### src/rtl/btn_conditioner_pkg.sv
// Shared helpers for the push-button conditioning slice.
package btn_conditioner_pkg;

  // Counter width able to hold 0..n-1, never narrower than one bit.
  function automatic int unsigned cnt_width(input int unsigned n);
    return (n < 2) ? 1 : $clog2(n);
  endfunction

endpackage

### src/rtl/btn_debounce.sv
// One button bit: polarity fix, 2-flop synchroniser, debounce counter, edge pulses.
module btn_debounce
  import btn_conditioner_pkg::*;
#(
  parameter int unsigned DB_CYCLES = 250000,
  parameter bit          INVERT    = 1'b0
) (
  input  logic clock,
  input  logic reset,
  input  logic raw,
  output logic level,
  output logic rise,
  output logic fall
);

  localparam int unsigned   CW       = cnt_width(DB_CYCLES);
  localparam logic [CW-1:0] CNT_LAST = CW'(DB_CYCLES - 1);

  logic          s1;
  logic          s2;
  logic [CW-1:0] cnt;

  always_ff @(posedge clock) begin
    if (reset) begin
      s1    <= 1'b0;
      s2    <= 1'b0;
      cnt   <= '0;
      level <= 1'b0;
      rise  <= 1'b0;
      fall  <= 1'b0;
    end else begin
      s1   <= raw ^ INVERT;
      s2   <= s1;
      rise <= 1'b0;
      fall <= 1'b0;
      // Any return to the stable level restarts the interval from zero.
      if (s2 == level) begin
        cnt <= '0;
      end else if (cnt == CNT_LAST) begin
        level <= s2;
        rise  <= s2;
        fall  <= ~s2;
        cnt   <= '0;
      end else begin
        cnt <= cnt + 1'b1;
      end
    end
  end

endmodule

### src/rtl/btn_conditioner.sv
// Board input stage: per-button debounce with edge pulses, plus long-press core reset pulse.
module btn_conditioner
  import btn_conditioner_pkg::*;
#(
  parameter int unsigned             N_BTN       = 2,
  parameter logic [N_BTN-1:0]        ACTIVE_LOW  = '0,
  parameter int unsigned             DB_CYCLES   = 250000,
  parameter int unsigned             LONG_CYCLES = 50000000,
  parameter int unsigned             RST_IDX     = 0,
  parameter int unsigned             RST_LEN     = 16
) (
  input  logic             clock,
  input  logic             reset,
  input  logic [N_BTN-1:0] btn_i,
  output logic [N_BTN-1:0] btn_o,
  output logic [N_BTN-1:0] rise_o,
  output logic [N_BTN-1:0] fall_o,
  output logic             core_rst_o
);

  typedef enum logic [1:0] {IDLE, HOLD, FIRE, WAIT_REL} state_t;

  localparam int unsigned   HW     = $clog2(LONG_CYCLES + 1);
  localparam int unsigned   PW     = cnt_width(RST_LEN);
  localparam logic [HW-1:0] H_LAST = HW'(LONG_CYCLES - 1);
  localparam logic [PW-1:0] P_LAST = PW'(RST_LEN - 1);

  for (genvar g = 0; g < N_BTN; g++) begin : g_btn
    btn_debounce #(
      .DB_CYCLES (DB_CYCLES),
      .INVERT    (ACTIVE_LOW[g])
    ) u_db (
      .clock (clock),
      .reset (reset),
      .raw   (btn_i[g]),
      .level (btn_o[g]),
      .rise  (rise_o[g]),
      .fall  (fall_o[g])
    );
  end

  state_t        state;
  logic [HW-1:0] hcnt;
  logic [PW-1:0] pcnt;
  logic          pulse;
  logic          held;

  assign held = btn_o[RST_IDX];

  always_ff @(posedge clock) begin
    if (reset) begin
      state <= IDLE;
      hcnt  <= '0;
      pcnt  <= '0;
      pulse <= 1'b0;
    end else begin
      case (state)
        IDLE: begin
          if (held) begin
            state <= HOLD;
            hcnt  <= HW'(1);
          end
        end
        HOLD: begin
          if (!held) begin
            state <= IDLE;
            hcnt  <= '0;
          end else if (hcnt == H_LAST) begin
            state <= FIRE;
            pcnt  <= '0;
            pulse <= 1'b1;
          end else if (hcnt != '1) begin
            hcnt <= hcnt + 1'b1;
          end
        end
        // Release is ignored here so the pulse always runs its full length.
        FIRE: begin
          if (pcnt == P_LAST) begin
            state <= WAIT_REL;
            pulse <= 1'b0;
          end else begin
            pcnt <= pcnt + 1'b1;
          end
        end
        WAIT_REL: begin
          if (!held) state <= IDLE;
        end
        default: state <= IDLE;
      endcase
    end
  end

  assign core_rst_o = reset | pulse;

endmodule

### config.mk
export PLATFORM = sky130hd
export DESIGN_NAME = btn_conditioner
export DESIGN_NICKNAME = d
export VERILOG_FILES = /design/src/rtl/btn_conditioner_pkg.sv /design/src/rtl/btn_debounce.sv /design/src/rtl/btn_conditioner.sv
export SDC_FILE = /design/constraint.sdc
export NUM_CORES = 1
export LEC_CHECK = 0
export ABC_AREA = 1
export CAP_MARGIN = 20
export CORE_ASPECT_RATIO = 2
export CORE_MARGIN = 1
export CORE_UTILIZATION = 60
export CTS_CLUSTER_DIAMETER = 30
export DETAILED_ROUTE_END_ITERATION = 8
export PLACE_DENSITY_LB_ADDON = 0.12
export REMOVE_ABC_BUFFERS = 1
export SKIP_LAST_GASP = 1
export SYNTH_ARGS = -nofsm -noshare
export SYNTH_HDL_FRONTEND = slang
export SYNTH_SLANG_ARGS = --single-unit
### constraint.sdc
create_clock -name clock -period 2.1 [get_ports clock]
set_clock_uncertainty 0.15 [all_clocks]
set_input_delay 0.42 -clock clock [delete_from_list [all_inputs] [get_ports clock]]
set_output_delay 0.42 -clock clock [all_outputs]
set_load 0.1 [all_outputs]
==> impl_results.rst, run 1 <==
.. list-table::
   :header-rows: 1

   * - Metric
     - Value
   * - Outcome
     - finished, final reports clean
   * - Routed wire length
     - 12.8 mm
   * - Commonest non-fill, non-tap cell in the layout
     - nand2_1
   * - Count of boundary I/O pins
     - 11
   * - Fraction of layout instances using a drive strength above 1
     - 0.123
   * - Syn avg cell area
     - 6.38 um2
   * - Largest stage delay on the critical path
     - 0.41 ns
   * - Final HPWL from detailed placement
     - 9.33 mm
   * - Most used cell, CP
     - nand2_1
   * - Total routed wire length on the met1 layer
     - 3.85 mm
   * - Worst ir drop on vdd
     - 0.000654 V
   * - Reg2reg start
     - hcnt[11]
   * - Largest family of logic cells by synthesized area
     - simple AND/OR/NAND/NOR gates
   * - Minimum clock period
     - 1.98 ns
   * - Final weighted congestion in routability-driven placement
     - 1.00
   * - Die W
     - 62.7 um
   * - Number of standard cells after synthesis
     - 692
   * - Deepest level of the CTS H-tree
     - 3
   * - Total DRC errors in the routed layout
     - 0
   * - Met2 WL post-DR
     - 6.77 mm
   * - Pin count of the biggest net entering global routing
     - 25
   * - Growth of design area from synthesis to finish
     - 16.9%
   * - Critical path origin
     - hcnt[11]
   * - Area inside the core boundary
     - 7050 um2
   * - Hold/Removal Path Class
     - flop to flop
   * - Antenna fix cells
     - 0
   * - Number of enable-type register cells in the synthesized netlist
     - 0
   * - Seq pwr share
     - 0.437
   * - Post-synthesis sequential element count
     - 79
   * - Compound-cell area share of the yosys netlist
     - 0.0691
   * - Post-synth top area cell
     - dfxtp_1
   * - Setup repair after global routing missed its margin
     - true
   * - Number of antenna-violating nets in the routed design
     - 0
   * - Height of the die
     - 123 um
   * - Global Route Usage Sum
     - 0.338
   * - # port buffers
     - 10
   * - Final Hold Slack
     - 0.259 ns
   * - Cell Area, Synth
     - 4420 um2
   * - Proportion of synthesized flip-flops having asynchronous set or reset
     - 0
   * - Top cells by area in the synthesized netlist
     - dfxtp_1 (36%), nand2_1 (15%), nor2_1 (11%)
   * - Total leakage power
     - 1.88 nW
   * - Die area
     - 7730 um2
   * - Global-route wire length before repair
     - 19.6 mm
   * - Root cell of the clock tree
     - clkbuf_16
   * - Period Utilization, post-route
     - 0.943
   * - Sequential fraction of the synthesis area
     - 0.358
   * - Post-layout worst setup margin
     - 0.119 ns
   * - Min-delay src
     - g_btn[0].u_db.s1
   * - Master of the slowest instance on the critical path
     - dfxtp_1
   * - Simple-gate portion of the synthesized area
     - 0.432
   * - Top Layer Used
     - met4
   * - Net switching fraction of the power
     - 0.188
   * - CP startpoint kind
     - flop
   * - Area of placed instances
     - 4720 um2
   * - Sw power
     - 0.649 mW
   * - Count of max-cap constraint violations
     - 0
   * - Number of buffers on the longest clock path
     - 2
   * - Via-per-instance ratio
     - 5.58
   * - Power per cell area
     - 667 nW/um2
   * - Slew Limit Headroom
     - 0.596
   * - Number of buffers inserted during clock tree synthesis
     - 9
   * - Number of setup violations in the final report
     - 0
   * - Overall power after layout
     - 3.44 mW
   * - Ordered cell list for the critical path
     - nand2_1 -> nor2_4 -> nand2_1 -> nor2_2 -> nand4_4 -> nand3_4 -> nand2_1 -> a21oi_2
   * - Final standard cell area without fillers
     - 5160 um2
   * - Grt total ovfl
     - 0
   * - Number of search-and-repair iterations in the first detailed-routing pass
     - 5
   * - Initial antenna violation count
     - 0
   * - Top flip-flop cell by instance count after synthesis
     - dfxtp_1
   * - Initial cell density of the core
     - 0.626
   * - Share of the synthesized netlist area taken by xor and xnor gates
     - 0.0218
   * - Sinks on Clock Net
     - 79
   * - Required arrival time at the worst endpoint
     - 2.22 ns
   * - Fin nets
     - 736
   * - Vias in the first global route
     - 4464
   * - First-iteration detailed-routing DRC count
     - 250
   * - Post-Synth Adder-Cell Area
     - 0.0142
   * - Number of distinct library cells after synthesis
     - 32
   * - Fmax
     - 505 MHz
   * - Clock transition time at the flip-flop clock pins of the worst setup and hold paths
     - 0.06 ns
   * - Most used cells in the layout excluding fill and tap cells
     - nand2_1 (178), nor2_1 (129), inv_1 (83), dfxtp_1 (76), nand3_1 (54)
   * - Standard-cell row count
     - 43
   * - Int Power
     - 2.80 mW
   * - Area share of the largest cell type after synthesis
     - 0.358
   * - CTS tree
     - yes
   * - Transition at the pin with the smallest max-transition slack
     - 0.600 ns
   * - Fin. max-slew vios
     - 0
   * - Share of total power in the clock network
     - 0.546
   * - Endpoints failing hold
     - 0
   * - Combinational fraction of design power
     - 0.017
   * - Worst-case setup slack after placement
     - -0.0501 ns
   * - Clock latency of the later-clocked register in the worst-skew pair
     - 0.34 ns
   * - Synth Warn #
     - 0
   * - Routed WL per cell
     - 15.6 um
   * - Classification of the worst setup path
     - flop to flop
   * - Post-synthesis mux area share
     - 0
   * - Number of vias in the routed layout
     - 4585
   * - Highest fanout seen on the critical path
     - 6
   * - Critical Path End Type
     - flop
   * - Worst R2R Setup Slack
     - 0.12 ns
   * - Met3 Wirelength
     - 726 um
   * - Worst EP arrival
     - 2.11 ns
-- cells by family (layout without fill, tap and decap cells) --
group	after synthesis	count (layout)
flops	79	79
buf+inv	106	142
simple gates	436	439
fa+ha+maj	5	5
xor+xnor	11	11
compound gates	55	55
-- timing repair --
item                       4_1_cts  5_1_grt
gates cloned                     0        3
setup endpoints to repair       15       26
setup buffers                    0        1
pin swaps                        0        3
hold buffers                     0        0
gates resized for setup          1       12
-- area by class of cell --
cell class	count	area (um2)
multi-input combinational	510	2450
fill	613	1880
sequential	79	1590
timing repair buffer	40	333
inverter	87	327
clock buffer	9	225
clock inverter	6	134
tap	90	113
-- sequential cells by signal (all words and copies together), names as in the netlist, named ones only --
signal	count
g_btn.u_db.cnt	36
hcnt	26
pcnt	4
g_btn.u_db.fall	2
g_btn.u_db.level	2
g_btn.u_db.rise	2
g_btn.u_db.s1	2
g_btn.u_db.s2	2
pulse	1
state	1
-- Yosys cell counts (5+ instances only) --
master and n:
nor2_1 134, nand2_1 178, clkbuf_1 5, or2_2 5, xor2_1 7, nor3b_1 8, nor3_1 18, inv_1 83
nand3_1 54, dfxtp_1 79, buf_4 6, nand4_1 22, o21ai_0 14, nor2_2 5, a21oi_1 31, ha_1 5
-- per-stage QoR --
step / TNS [ns] / utilization / cells
2_1_floorplan: -20.37 / - / 673
3_3_place_gp: 0 / 0.669 / 802
3_5_place_dp: -0.360 / 0.669 / 802
4_1_cts: 0 / 0.721 / 817
5_1_grt: -0.0263 / 0.733 / 821
6_report: 0 / 0.733 / 821
-- power by group through the flow --
stage / combinational [mW] / sequential (mW) / clock [mW]
2_1_floorplan: 0.0265 / 1.54 / 0
3_3_place_gp: 0.0558 / 1.54 / 0
3_5_place_dp: 0.0569 / 1.54 / 0
4_1_cts: 0.0574 / 1.51 / 1.90
5_1_grt: 0.0620 / 1.51 / 1.95
6_report: 0.0577 / 1.51 / 1.88
-- worst paths after layout --
kind	to	depth (start not counted)
max	hcnt[12]	8
min	g_btn[0].u_db.s2	2
max reg2reg	hcnt[12]	8
min reg2reg	g_btn[0].u_db.s2	2
-- per-layer routing --
metal | up-vias | global-route usage
li1 | 2272 | -
met1 | 2030 | 0.260
met2 | 175 | 0.651
met3 | 108 | 0.0784
met4 | 0 | 0.342
met5 | - | 0
-- worst max-delay path, delay by kind of cell (launching register included) --
kind | cells | cell delay (ns)
and+or+nand+nor | 7 | 1.20
DFF | 1 | 0.41
AOI/OAI and AO/OA | 1 | 0.15
Note: power is estimated with default switching activity, not from simulation.
==> inputs of run 2 (changes only) <==
--- a/config.mk
+++ b/config.mk
@@ -9,7 +9,7 @@
 export CAP_MARGIN = 20
 export CORE_ASPECT_RATIO = 2
 export CORE_MARGIN = 1
-export CORE_UTILIZATION = 60
+export CORE_UTILIZATION = 35
 export CTS_CLUSTER_DIAMETER = 30
 export DETAILED_ROUTE_END_ITERATION = 8
 export PLACE_DENSITY_LB_ADDON = 0.12
==> run 2 against run 1 <==
Effect of this change: maximum frequency increased by 1.0%; via count decreased by 3.8%; global-route usage decreased by 12 points; combinational power increased by 9.5%; clock-buffer cell count increased by 1; register-to-register slack improved by 0.02 ns; clock power decreased by 9%; sequential share of layout area decreased by 0.88 points; die area increased by 69%; routed wire length increased by 2.2%; worst hold slack got worse by 0.0037 ns; critical endpoint is now hcnt[5].
==> impl_results.rst, run 2 (synthesis gave the netlist of run 1 again) <==
.. list-table::
   :header-rows: 1

   * - Metric
     - Value
   * - Outcome
     - finished, final reports clean
   * - # port buffers
     - 10 (unchanged)
   * - Net switching fraction of the power
     - 0.210 (+0.0216)
   * - Commonest non-fill, non-tap cell in the layout
     - nand2_1
   * - Overall power after layout
     - 3.28 mW (-4.7%)
   * - Number of fill cells
     - 1308 (+110%)
   * - Most used cells in the layout excluding fill and tap cells
     - nand2_1 (178), nor2_1 (134), inv_1 (83), dfxtp_1 (78), nand3_1 (54)
   * - Number of antenna-violating nets in the routed design
     - 0 (unchanged)
   * - Grt total ovfl
     - 0 (unchanged)
   * - Period Utilization, post-route
     - 0.934 (-0.00938)
   * - Worst ir drop on vdd
     - 0.000423 V (-35%)
   * - Final weighted congestion in routability-driven placement
     - 0.957 (-4.3%)
   * - Min-delay src
     - g_btn[1].u_db.s1
   * - Hold_buf cts
     - 0 (unchanged)
   * - Post-layout worst setup margin
     - 0.139 ns (+0.0197 ns)
   * - Routed WL per cell
     - 14.6 um (-6.2%)
   * - Sinks on Clock Net
     - 79 (unchanged)
   * - CTS tree
     - yes
   * - Clock latency of the later-clocked register in the worst-skew pair
     - 0.35 ns (about the same)
   * - Area inside the core boundary
     - 12200 um2 (+73%)
   * - Depth of the worst hold-timing path
     - 2 (unchanged)
   * - Root cell of the clock tree
     - clkbuf_16
   * - Fin. max-slew vios
     - 0 (unchanged)
   * - Worst reg-to-reg path cell count
     - 9 (+1)
   * - Deepest level of the CTS H-tree
     - 3 (unchanged)
   * - Critical Path End Type
     - flop
   * - Number of setup violations in the final report
     - 0 (unchanged)
   * - Pin count of the biggest net entering global routing
     - 23 (-8.0%)
   * - Clock transition time at the flip-flop clock pins of the worst setup and hold paths
     - 0.06 ns (about the same)
   * - Number of buffers inserted during clock tree synthesis
     - 9 (unchanged)
   * - Final HPWL from detailed placement
     - 10.4 mm (+12%)
   * - Critical path origin
     - hcnt[22]
   * - Int Power
     - 2.59 mW (-7.2%)
   * - Number of vias in the routed layout
     - 4411 (-3.8%)
   * - Area taken by multi-input logic gates
     - 2380 um2 (-2.7%)
   * - Vias in the first global route
     - 4428 (-0.81%)
   * - Height of the die
     - 161 um (+30%)
   * - Initial antenna violation count
     - 0 (unchanged)
   * - Growth of design area from synthesis to finish
     - 20.2%
   * - Die area
     - 13100 um2 (+69%)
   * - Required arrival time at the worst endpoint
     - 2.23 ns (about the same)
   * - Hold/Removal Path Class
     - flop to flop
   * - First-iteration detailed-routing DRC count
     - 172 (-31%)
   * - CP startpoint kind
     - flop
   * - Fraction of layout instances using a drive strength above 1
     - 0.133 (+0.00941)
   * - Seq pwr share
     - 0.458 (+0.021)
   * - Number of search-and-repair iterations in the first detailed-routing pass
     - 4 (-1)
   * - Fin nets
     - 752 (+2.2%)
   * - Total leakage power
     - 1.96 nW (+4.4%)
   * - Worst-case setup slack after placement
     - -0.0959 ns (-0.0458 ns)
   * - Sw power
     - 0.690 mW (+6.3%)
   * - Global Route Usage Sum
     - 0.219 (-0.118)
   * - Highest fanout seen on the critical path
     - 16 (+10)
   * - Standard-cell row count
     - 57 (+33%)
   * - Count of max-cap constraint violations
     - 0 (unchanged)
   * - Number of buffers on the longest clock path
     - 2 (unchanged)
   * - Largest register FFs
     - 36 (unchanged)
   * - Sequential cell area
     - 1580 um2 (-0.16%)
   * - Final Hold Slack
     - 0.255 ns (-0.00373 ns)
   * - Slew Limit Headroom
     - 0.631 (+0.0350)
   * - Share of total power in the clock network
     - 0.522 (-0.024)
   * - Antenna fix cells
     - 0 (unchanged)
   * - Total DRC errors in the routed layout
     - 0 (unchanged)
   * - Classification of the worst setup path
     - flop to flop
   * - Initial cell density of the core
     - 0.362 (-0.264)
   * - Die W
     - 81.4 um (+30%)
   * - Endpoints failing hold
     - 0 (unchanged)
   * - Minimum clock period
     - 1.96 ns (-0.0197 ns)
   * - Most flops, register
     - g_btn.u_db.cnt
   * - Transition at the pin with the smallest max-transition slack
     - 0.552 ns (-0.0483 ns)
   * - Combinational fraction of design power
     - 0.019 (+0.002)
   * - Fmax
     - 510 MHz (+1.0%)
   * - Largest registers
     - g_btn.u_db.cnt: 36 flops, hcnt: 26 flops, pcnt: 4 flops
   * - Worst EP arrival
     - 2.09 ns (-0.02 ns)
   * - Count of boundary I/O pins
     - 11 (unchanged)
   * - Routed wire length
     - 13.0 mm (+2.2%)
   * - Global-route wire length before repair
     - 21.0 mm (+7.0%)
   * - Reg2reg start
     - hcnt[22]
   * - Via-per-instance ratio
     - 4.93 (-12%)
   * - Power per cell area
     - 619 nW/um2 (-7.2%)
   * - Setup repair after global routing missed its margin
     - false
## run 2: cell count changes in the layout (fill, tap and decap cells not counted), moves of 3 or more
cell    previous run  this run
nor2_1           129       134
buf_12             2         5
nor2_2             8         3
buf_4             35        51
## run 2: through the flow
step                      TNS (ns)  instance area (um2)  cells  utilization
final                            0                 5310    894        0.435
after global routing             0                 5310    894        0.435
after CTS                        0                 5300    894        0.435
after detailed placement    -0.913                 4980    879        0.408
after global placement      -0.481                 4980    879        0.408
after floorplan             -20.37                 4280    673            -
## run 2: path summary, 6_finish.rpt
| kind | endpoint | slack (ns) |
|---|---|---|
| min | g_btn[1].u_db.s2 | 0.25 |
| max | hcnt[5] | 0.14 |
| max reg2reg | hcnt[5] | 0.14 |
| min reg2reg | g_btn[1].u_db.s2 | 0.25 |
## run 2: cell type report
| cell class | count | share of cell area |
|---|---|---|
| Multi-Input combinational cell | 507 | 0.449 |
| Sequential cell | 79 | 0.298 |
| Tap cell | 147 | 0.0347 |
| Clock inverter | 5 | 0.0153 |
| Inverter | 87 | 0.0615 |
| Clock buffer | 10 | 0.0450 |
| Timing Repair Buffer | 59 | 0.0967 |
## run 2: power groups by stage
stage	Clock, mW	Combinational [mW]	Sequential (mW)
4_1_cts	1.75	0.0645	1.51
3_3_place_gp	0	0.0639	1.54
3_5_place_dp	0	0.0643	1.54
6_report	1.72	0.0632	1.51
5_1_grt	1.82	0.0685	1.51
2_1_floorplan	0	0.0265	1.54
## run 2: layer usage
| layer | wire, um | part of all wire | up-vias | track usage |
|---|---|---|---|---|
| met5 | 0 | 0 | - | 0 |
| met4 | 1170 | 0.090 | 0 | 0.204 |
| met3 | 257 | 0.020 | 49 | 0.0244 |
| met2 | 7330 | 0.56 | 76 | 0.416 |
| met1 | 4290 | 0.33 | 1993 | 0.183 |
| li1 | - | - | 2293 | - |
## run 2: worst max-delay path, stage by stage (launching register included)
cell	delay, ns
dfxtp_1	0.37
nand2_1	0.11
nor2_1	0.34
nand2_1	0.17
inv_1	0.12
nand4_2	0.15
nand3_4	0.12
buf_12	0.15
nand2_1	0.06
a21oi_1	0.14
## run 2: what timing repair did
item,in CTS,in global routing
endpoints found under the setup margin,16,1
resized for setup,1,2
setup buffers,0,0
